`src/rtl/lsu_pkg.sv`:
```
// Shared definitions for the load/store unit.
// Contents:
//   F3_*         RV32I funct3 encodings for access size and sign
//   lsu_state_t  FSM state encoding
//   f3_legal     tells whether a funct3 value names a real load or store
package lsu_pkg;

   localparam logic [2:0] F3_B  = 3'b000;
   localparam logic [2:0] F3_H  = 3'b001;
   localparam logic [2:0] F3_W  = 3'b010;
   localparam logic [2:0] F3_BU = 3'b100;
   localparam logic [2:0] F3_HU = 3'b101;

   typedef enum logic [2:0] {
      IDLE,
      READ,
      CAPTURE,
      WRITE,
      FAULT
   } lsu_state_t;

   // Stores have no unsigned variants, so BU/HU are legal only for loads.
   function automatic logic f3_legal(input logic isStore, input logic [2:0] f3);
      logic legal;
      legal = (f3 == F3_B) || (f3 == F3_H) || (f3 == F3_W);
      if (!isStore) begin
         legal = legal || (f3 == F3_BU) || (f3 == F3_HU);
      end
      return legal;
   endfunction

endpackage

```
`src/rtl/load_store_unit_if.sv`:
```
// Bundles the execute-stage request channel and the DataMemory port.
// Signals:
//   REQ, WEN, FUNCT3, ADDR, WDATA   request from execute
//   RDATA, DONE, ERR, BUSY          completion status back to execute
//   MEM_A, MEM_WD, MEM_WE           word-indexed access to memory
//   MEM_RD                          memory read data, one cycle after MEM_A
// Modports:
//   slave   the load/store unit itself
//   master  its environment (execute stage plus memory)
interface load_store_unit_if #(
   parameter int A_WIDTH = 32,
   parameter int D_WIDTH = 32
);

   logic               REQ;
   logic               WEN;
   logic [2:0]         FUNCT3;
   logic [A_WIDTH-1:0] ADDR;
   logic [D_WIDTH-1:0] WDATA;
   logic [D_WIDTH-1:0] RDATA;
   logic               DONE;
   logic               ERR;
   logic               BUSY;
   logic [A_WIDTH-1:0] MEM_A;
   logic [D_WIDTH-1:0] MEM_WD;
   logic               MEM_WE;
   logic [D_WIDTH-1:0] MEM_RD;

   modport slave (
      input  REQ, WEN, FUNCT3, ADDR, WDATA, MEM_RD,
      output RDATA, DONE, ERR, BUSY, MEM_A, MEM_WD, MEM_WE
   );

   modport master (
      output REQ, WEN, FUNCT3, ADDR, WDATA, MEM_RD,
      input  RDATA, DONE, ERR, BUSY, MEM_A, MEM_WD, MEM_WE
   );

endinterface

```
`src/rtl/lsu_align.sv`:
```
// Combinational lane logic for the load/store unit.
// Ports:
//   is_store_i     1 = store, 0 = load
//   funct3_i       access size / sign
//   addr_lo_i      byte offset within the word
//   mem_word_i     word read from memory
//   store_data_i   right-aligned store data
//   load_val_o     addressed byte/half/word, sign- or zero-extended
//   merged_o       mem_word_i with the addressed byte/half replaced
//   fault_o        request is misaligned or has an illegal funct3
module lsu_align
   import lsu_pkg::*;
#(
   parameter int D_WIDTH = 32
) (
   input  logic               is_store_i,
   input  logic [2:0]         funct3_i,
   input  logic [1:0]         addr_lo_i,
   input  logic [D_WIDTH-1:0] mem_word_i,
   input  logic [D_WIDTH-1:0] store_data_i,
   output logic [D_WIDTH-1:0] load_val_o,
   output logic [D_WIDTH-1:0] merged_o,
   output logic               fault_o
);

   logic [7:0]  byteLane;
   logic [15:0] halfLane;
   logic        misaligned;

   // Pick the addressed lanes out of the memory word; the half lane only
   // looks at addr[1] because an odd halfword address is a fault anyway.
   always_comb begin
      byteLane = mem_word_i[{addr_lo_i, 3'b000} +: 8];
      halfLane = mem_word_i[{addr_lo_i[1], 4'b0000} +: 16];
   end

   // Extend the selected lane to a full register value.
   always_comb begin
      load_val_o = mem_word_i;
      case (funct3_i)
         F3_B:    load_val_o = {{24{byteLane[7]}}, byteLane};
         F3_BU:   load_val_o = {24'h000000, byteLane};
         F3_H:    load_val_o = {{16{halfLane[15]}}, halfLane};
         F3_HU:   load_val_o = {16'h0000, halfLane};
         default: load_val_o = mem_word_i;
      endcase
   end

   // Overwrite only the addressed lane; every other byte keeps its old value.
   always_comb begin
      merged_o = mem_word_i;
      case (funct3_i)
         F3_B:    merged_o[{addr_lo_i, 3'b000} +: 8] = store_data_i[7:0];
         F3_H:    merged_o[{addr_lo_i[1], 4'b0000} +: 16] = store_data_i[15:0];
         default: merged_o = store_data_i;
      endcase
   end

   // funct3[1:0]==01 covers both H and HU.
   always_comb begin
      misaligned = ((funct3_i[1:0] == 2'b01) && addr_lo_i[0]) ||
                   ((funct3_i == F3_W) && (addr_lo_i != 2'b00));
      fault_o    = !f3_legal(is_store_i, funct3_i) || misaligned;
   end

endmodule

```
`src/rtl/load_store_unit.sv`:
```
// Load/store unit between execute and a single-port synchronous DataMemory.
// Turns byte-addressed RV32I loads/stores into word accesses; sub-word
// stores are read-modify-write, bad requests finish with ERR and no write.
// Ports:
//   CLK   rising-edge clock
//   RST   synchronous active-high reset
//   bus   load_store_unit_if.slave: request, status and memory signals
module load_store_unit
   import lsu_pkg::*;
#(
   parameter int D_WIDTH = 32,
   parameter int A_WIDTH = 32
) (
   input  logic                   CLK,
   input  logic                   RST,
   load_store_unit_if.slave       bus
);

   lsu_state_t         state_q, state_d;
   logic [A_WIDTH-1:0] addr_q, addr_d;
   logic               wen_q, wen_d;
   logic [2:0]         f3_q, f3_d;
   logic [D_WIDTH-1:0] wd_q, wd_d;
   logic [D_WIDTH-1:0] wdata_m_q, wdata_m_d;
   logic [D_WIDTH-1:0] rdata_q, rdata_d;
   logic               done_q, done_d;
   logic               err_q, err_d;

   logic               alignStore;
   logic [2:0]         alignF3;
   logic [1:0]         alignAddr;
   logic [D_WIDTH-1:0] loadVal;
   logic [D_WIDTH-1:0] mergedWord;
   logic               fault;

   // In IDLE the aligner judges the incoming request; afterwards it works on
   // the latched copy so that extract and merge see stable inputs.
   always_comb begin
      if (state_q == IDLE) begin
         alignStore = bus.WEN;
         alignF3    = bus.FUNCT3;
         alignAddr  = bus.ADDR[1:0];
      end else begin
         alignStore = wen_q;
         alignF3    = f3_q;
         alignAddr  = addr_q[1:0];
      end
   end

   lsu_align #(
      .D_WIDTH (D_WIDTH)
   ) u_align (
      .is_store_i   (alignStore),
      .funct3_i     (alignF3),
      .addr_lo_i    (alignAddr),
      .mem_word_i   (bus.MEM_RD),
      .store_data_i (wd_q),
      .load_val_o   (loadVal),
      .merged_o     (mergedWord),
      .fault_o      (fault)
   );

   // Next state and the values the registers take at the next edge.
   // SW skips the read entirely; SB/SH read first so the untouched lanes
   // can be written back unchanged.
   always_comb begin
      state_d   = state_q;
      addr_d    = addr_q;
      wen_d     = wen_q;
      f3_d      = f3_q;
      wd_d      = wd_q;
      wdata_m_d = wdata_m_q;
      rdata_d   = rdata_q;
      done_d    = 1'b0;
      err_d     = 1'b0;
      case (state_q)
         IDLE: begin
            if (bus.REQ) begin
               addr_d = bus.ADDR;
               wen_d  = bus.WEN;
               f3_d   = bus.FUNCT3;
               wd_d   = bus.WDATA;
               if (fault) begin
                  state_d = FAULT;
               end else if (bus.WEN && (bus.FUNCT3 == F3_W)) begin
                  state_d = WRITE;
               end else begin
                  state_d = READ;
               end
            end
         end
         READ: begin
            state_d = CAPTURE;
         end
         CAPTURE: begin
            if (wen_q) begin
               wdata_m_d = mergedWord;
               state_d   = WRITE;
            end else begin
               rdata_d = loadVal;
               done_d  = 1'b1;
               state_d = IDLE;
            end
         end
         WRITE: begin
            done_d  = 1'b1;
            state_d = IDLE;
         end
         FAULT: begin
            done_d  = 1'b1;
            err_d   = 1'b1;
            state_d = IDLE;
         end
         default: begin
            state_d = IDLE;
         end
      endcase
   end

   // State register; reset drops any in-flight access before it can write.
   always_ff @(posedge CLK) begin
      if (RST) begin
         state_q   <= IDLE;
         addr_q    <= '0;
         wen_q     <= 1'b0;
         f3_q      <= 3'b000;
         wd_q      <= '0;
         wdata_m_q <= '0;
         rdata_q   <= '0;
         done_q    <= 1'b0;
         err_q     <= 1'b0;
      end else begin
         state_q   <= state_d;
         addr_q    <= addr_d;
         wen_q     <= wen_d;
         f3_q      <= f3_d;
         wd_q      <= wd_d;
         wdata_m_q <= wdata_m_d;
         rdata_q   <= rdata_d;
         done_q    <= done_d;
         err_q     <= err_d;
      end
   end

   // Memory-side and status outputs. MEM_A comes straight from the latched
   // address so it stays constant from READ through WRITE.
   always_comb begin
      bus.MEM_A  = {2'b00, addr_q[A_WIDTH-1:2]};
      bus.MEM_WE = (state_q == WRITE);
      bus.MEM_WD = (f3_q == F3_W) ? wd_q : wdata_m_q;
      bus.BUSY   = (state_q != IDLE);
      bus.RDATA  = rdata_q;
      bus.DONE   = done_q;
      bus.ERR    = err_q;
   end

endmodule
```
`src/flat_wrapper.sv`:
```
// flat-port wrapper written by rule: the top's interface ports become plain ports
module load_store_unit_flat import lsu_pkg::*;
#(
   parameter int D_WIDTH = 32,
   parameter int A_WIDTH = 32
)
  (CLK, RST, bus_REQ, bus_WEN, bus_FUNCT3, bus_ADDR, bus_WDATA, bus_MEM_RD, bus_RDATA, bus_DONE, bus_ERR, bus_BUSY, bus_MEM_A, bus_MEM_WD, bus_MEM_WE);
  load_store_unit_if #(.A_WIDTH(A_WIDTH), .D_WIDTH(D_WIDTH)) bus_i ();
  input  logic CLK;
  input  logic RST;
  input wire logic [$bits(bus_i.REQ)-1:0] bus_REQ;
  input wire logic [$bits(bus_i.WEN)-1:0] bus_WEN;
  input wire logic [$bits(bus_i.FUNCT3)-1:0] bus_FUNCT3;
  input wire logic [$bits(bus_i.ADDR)-1:0] bus_ADDR;
  input wire logic [$bits(bus_i.WDATA)-1:0] bus_WDATA;
  input wire logic [$bits(bus_i.MEM_RD)-1:0] bus_MEM_RD;
  output wire logic [$bits(bus_i.RDATA)-1:0] bus_RDATA;
  output wire logic [$bits(bus_i.DONE)-1:0] bus_DONE;
  output wire logic [$bits(bus_i.ERR)-1:0] bus_ERR;
  output wire logic [$bits(bus_i.BUSY)-1:0] bus_BUSY;
  output wire logic [$bits(bus_i.MEM_A)-1:0] bus_MEM_A;
  output wire logic [$bits(bus_i.MEM_WD)-1:0] bus_MEM_WD;
  output wire logic [$bits(bus_i.MEM_WE)-1:0] bus_MEM_WE;
  assign bus_i.REQ = bus_REQ;
  assign bus_i.WEN = bus_WEN;
  assign bus_i.FUNCT3 = bus_FUNCT3;
  assign bus_i.ADDR = bus_ADDR;
  assign bus_i.WDATA = bus_WDATA;
  assign bus_i.MEM_RD = bus_MEM_RD;
  assign bus_RDATA = bus_i.RDATA;
  assign bus_DONE = bus_i.DONE;
  assign bus_ERR = bus_i.ERR;
  assign bus_BUSY = bus_i.BUSY;
  assign bus_MEM_A = bus_i.MEM_A;
  assign bus_MEM_WD = bus_i.MEM_WD;
  assign bus_MEM_WE = bus_i.MEM_WE;
  load_store_unit #(.D_WIDTH(D_WIDTH), .A_WIDTH(A_WIDTH)) u_core (.CLK(CLK), .RST(RST), .bus(bus_i));
endmodule
```
`config.mk`:
```
export PLATFORM = sky130hd
export DESIGN_NAME = load_store_unit_flat
export DESIGN_NICKNAME = d
export VERILOG_FILES = /design/src/rtl/lsu_pkg.sv /design/src/rtl/load_store_unit_if.sv /design/src/rtl/lsu_align.sv /design/src/rtl/load_store_unit.sv /design/src/flat_wrapper.sv
export SDC_FILE = /design/constraint.sdc
export NUM_CORES = 1
export LEC_CHECK = 0
export BUFFER_PORTS_ARGS = -buffer_cell sky130_fd_sc_hd__buf_2
export CAP_MARGIN = 20
export CORE_ASPECT_RATIO = 1.5
export CORE_MARGIN = 2
export CORE_UTILIZATION = 40
export CTS_CLUSTER_DIAMETER = 200
export DETAILED_ROUTE_END_ITERATION = 6
export PLACE_DENSITY = 0.74
export SLEW_MARGIN = 15
export SYNTH_ARGS = -nofsm -noshare
export SYNTH_HDL_FRONTEND = slang
export SYNTH_SLANG_ARGS = --single-unit
```
`constraint.sdc`:
```
create_clock -name CLK -period 6.5 [get_ports CLK]
set_input_delay 0.975 -clock CLK [delete_from_list [all_inputs] [get_ports CLK]]
set_output_delay 0.975 -clock CLK [all_outputs]
set_load 0.03 [all_outputs]
```
==> metrics <==
data arrival time at the worst-slack endpoint 4.10 ns; post-detail-place hpwl approximately 18000 um; Pre-Repair DR Iteration Count 5; Rel. slew slack 0.270; Root Driver clkbuf_16; post-synthesis cell area 7290 um2; slew at the pin closest to its max-slew limit between 1 and 1.5 ns; final wirelength 24500 um; setup repair after global routing missed its margin false; ANT nets after route 0; Setup Fix Bufs, Post-CTS 0; ratio of cells with drive above 1 in the final layout 0.284; yosys warns 0; proportion of register bits with asynchronous set or reset after synthesis 0; filler cell count 1786; Leakage Power roughly 3.9 nW; pin count of the biggest net entering global routing 73; largest fanout of any net on the critical path 21; ratio of routed vias to standard cells between 5 and 6; clock latency on the worst-skew pair 0.44 ns; TritonCTS clock tree done; initial core utilization 0.408; setup slack of the critical path after layout 2.72 ns; post-route clock period utilization 0.582; final number of setup-violating endpoints 0; number of levels the H-tree was split into 4; run status completed; Hold Crit Start u_core.addr_q[20]; sequential element share of the synthesized area 0.376; total global-route track usage 0.249; wire length of the first global-routing pass ~37000 um; IO Pins 203; maximum buffer depth of the clock tree 2; TritonCTS Sinks 137; Avg Synthesized Cell Area 7.97 um2; Die H between 150 and 200 um; Core ar. around 18000 um2; Crit. End Element flip-flop; Die X-Extent 114 um; total of buffers placed on input and output ports 200; TNS Setup 0 ns; Total Nets Final 1147; Critical Setup Path Class flip-flop to flip-flop; EDFF count, synth 0; Peak VDD IR about 0.14 mV; initial antenna violation count 0; full die area around 19000 um2; post-CTS sizing 0; max-slew violations 0; final routed wire length divided by cell count 19.3 um; total power approximately 0.0025 W; worst-path cell with the longest stage delay nor3_4; critical path's top delay family simple AND/OR/NAND/NOR gates; count of endpoints failing hold in the final timing report 0; clock slew seen by the registers of the worst setup and hold paths ~0.06 ns; placement row count 60; post-route clock skew 0.00975 ns; chain of cells forming the critical path nor3_4, mux2i_4, buf_4, ha_1, inv_1, nand2_1, o32ai_1, a22oi_1, a21oi_1; drt first-iter violations 649; power density over cell area 294 nW/um2; GPL Wtd Cong 1.04; P&R area growth vs syn 18.9%; path class of the lowest-slack min-delay path flip-flop to flip-flop; Inserted Diodes 0; Main synth FF type dfxtp_1; footprint of the multi-input gates 3920 um2; Reg2Reg Launch Point u_core.state_q[2]; number of instances in the synthesized netlist 915; drt drc 0; hold_buf cts 0; Netlist cell types 58; launching element of the worst setup path u_core.state_q[2]; buffer and inverter count on the worst path 2; required arrival time at the worst endpoint 6.81 ns; number of global-route vias before repair ~6900; Worst path max stage delay 0.78 ns; pre-CTS WS about 2.8 ns; crit start category flip-flop; maximum achievable frequency 264 MHz; post-synthesis register bit count 137; total of max-cap violations 0; number of buffers created by CTS 17; post-layout minimum cycle time around 3.8 ns; Reg area around 2700 um2; via total after detailed routing ~7300; Overflow after GRT 0
path summary, 6_finish.rpt:
path | to | slack [ns] | cells past startpoint
max | u_core.wdata_m_q[21] | 2.72 | 9
min | u_core.addr_q[20] | 0.45 | 2
max reg2reg | u_core.wdata_m_q[21] | 2.72 | 9
min reg2reg | u_core.addr_q[20] | 0.45 | 2
kinds of logic after synthesis:
logic type	count (synthesis)	synth area share
DFF	137	0.376
other	1	0.000514
AOI/OAI and AO/OA	300	0.252
muxes	69	0.109
and+or+nand+nor	274	0.165
buffers and inverters	129	0.0887
adders and majority gates	5	0.00858
per-stage QoR:
stage | hold slack (ns) | cells | utilization | cell area [um2]
after floorplan | 0.437 | 916 | - | 7290
after global placement | 0.438 | 1236 | 0.452 | 8080
after detailed placement | 0.443 | 1237 | 0.453 | 8100
after CTS | 0.452 | 1269 | 0.485 | 8670
after global routing | 0.470 | 1269 | 0.485 | 8670
final | 0.449 | 1269 | 0.485 | 8670
routing by layer:
| layer | routed length [um] | share of wire | global-route usage |
|---|---|---|---|
| met1 | 9390 | 0.38 | 0.283 |
| met2 | 11600 | 0.47 | 0.411 |
| met3 | 1900 | 0.077 | 0.0607 |
| met4 | 1620 | 0.066 | 0.167 |
| met5 | 0 | 0 | 0 |
worst reg2reg max path: stages (launching register included):
cell     delay (ns)
dfxtp_1        0.42
nor3_4         0.78
mux2i_4        0.67
buf_4          0.41
ha_1           0.34
inv_1          0.09
nand2_1        0.45
o32ai_1        0.17
a22oi_1        0.24
a21oi_1        0.10
cell type report:
cell class,count,share of cell area
multi-input cells,650,0.452
flip-flops and latches,137,0.316
repair buffers,209,0.124
clock inverters,14,0.0153
clock buffers,18,0.0507
well taps,217,0.0313
inverters,24,0.0104
registers in the layout, indices dropped and copies added, names as in the netlist:
| register | count |
|---|---|
| u_core.bus.DONE | 1 |
| u_core.f3_q | 3 |
| u_core.bus.RDATA | 32 |
| u_core.wen_q | 1 |
| u_core.wdata_m_q | 32 |
| u_core.wd_q | 32 |
| u_core.state_q | 3 |
| u_core.addr_q | 32 |
| u_core.bus.ERR | 1 |
cells in the final DEF (no fill, tap or decap), drive strengths merged, types with 4 or more instances in the layout:
master	netlist	routed
a22oi	8	8
nor2b	17	17
nor3	13	13
o211a	8	8
clkbuf	52	18
o32ai	8	8
o22ai	9	9
nand2	200	200
buf	53	209
o21ai	69	69
ha	5	5
o221ai	8	8
a31oi	9	9
mux2i	18	18
and2	4	4
a221oi	31	31
inv	24	32
nand2b	4	4
nor2	20	20
mux2	49	49
a21oi	139	139
dfxtp	137	137
power breakdown:
part | total (W) | switching [W] | leakage [nW] | internal, W
clock | 0.000954 | 0.000410 | 0.275 | 0.000544
combinational | 0.000632 | 0.000434 | 2.53 | 0.000198
sequential | 0.000960 | 0.0000615 | 1.12 | 0.000898
synthesized netlist by cell type (2+ instances only):
library cell | instances | share of area
ha_1 | 5 | 0.0086
nor3b_1 | 2 | 0.0021
o31ai_2 | 2 | 0.0034
mux2i_1 | 17 | 0.023
inv_1 | 22 | 0.011
mux2_2 | 34 | 0.053
a31oi_1 | 9 | 0.0077
nor2_1 | 18 | 0.0093
nand2b_1 | 4 | 0.0034
inv_2 | 2 | 0.0010
mux2_1 | 14 | 0.022
a21oi_1 | 139 | 0.095
o211a_1 | 8 | 0.011
nand3b_1 | 2 | 0.0021
o32ai_1 | 8 | 0.0096
o21ai_1 | 9 | 0.0062
nor3_1 | 11 | 0.0076
o21ai_0 | 59 | 0.041
nor2b_1 | 17 | 0.015
a22oi_1 | 8 | 0.0082
buf_2 | 13 | 0.0089
buf_1 | 3 | 0.0015
buf_4 | 35 | 0.036
nand2_1 | 200 | 0.10
nand4b_1 | 2 | 0.0024
o221ai_1 | 8 | 0.0096
nor3_4 | 2 | 0.0045
a221oi_1 | 31 | 0.037
dfxtp_1 | 137 | 0.38
mux4_2 | 2 | 0.0062
clkbuf_1 | 52 | 0.027
o22ai_1 | 8 | 0.0069
buf_6 | 2 | 0.0031
and2_1 | 4 | 0.0034
nand3_1 | 3 | 0.0021
Power figures use the tool's default switching activity.
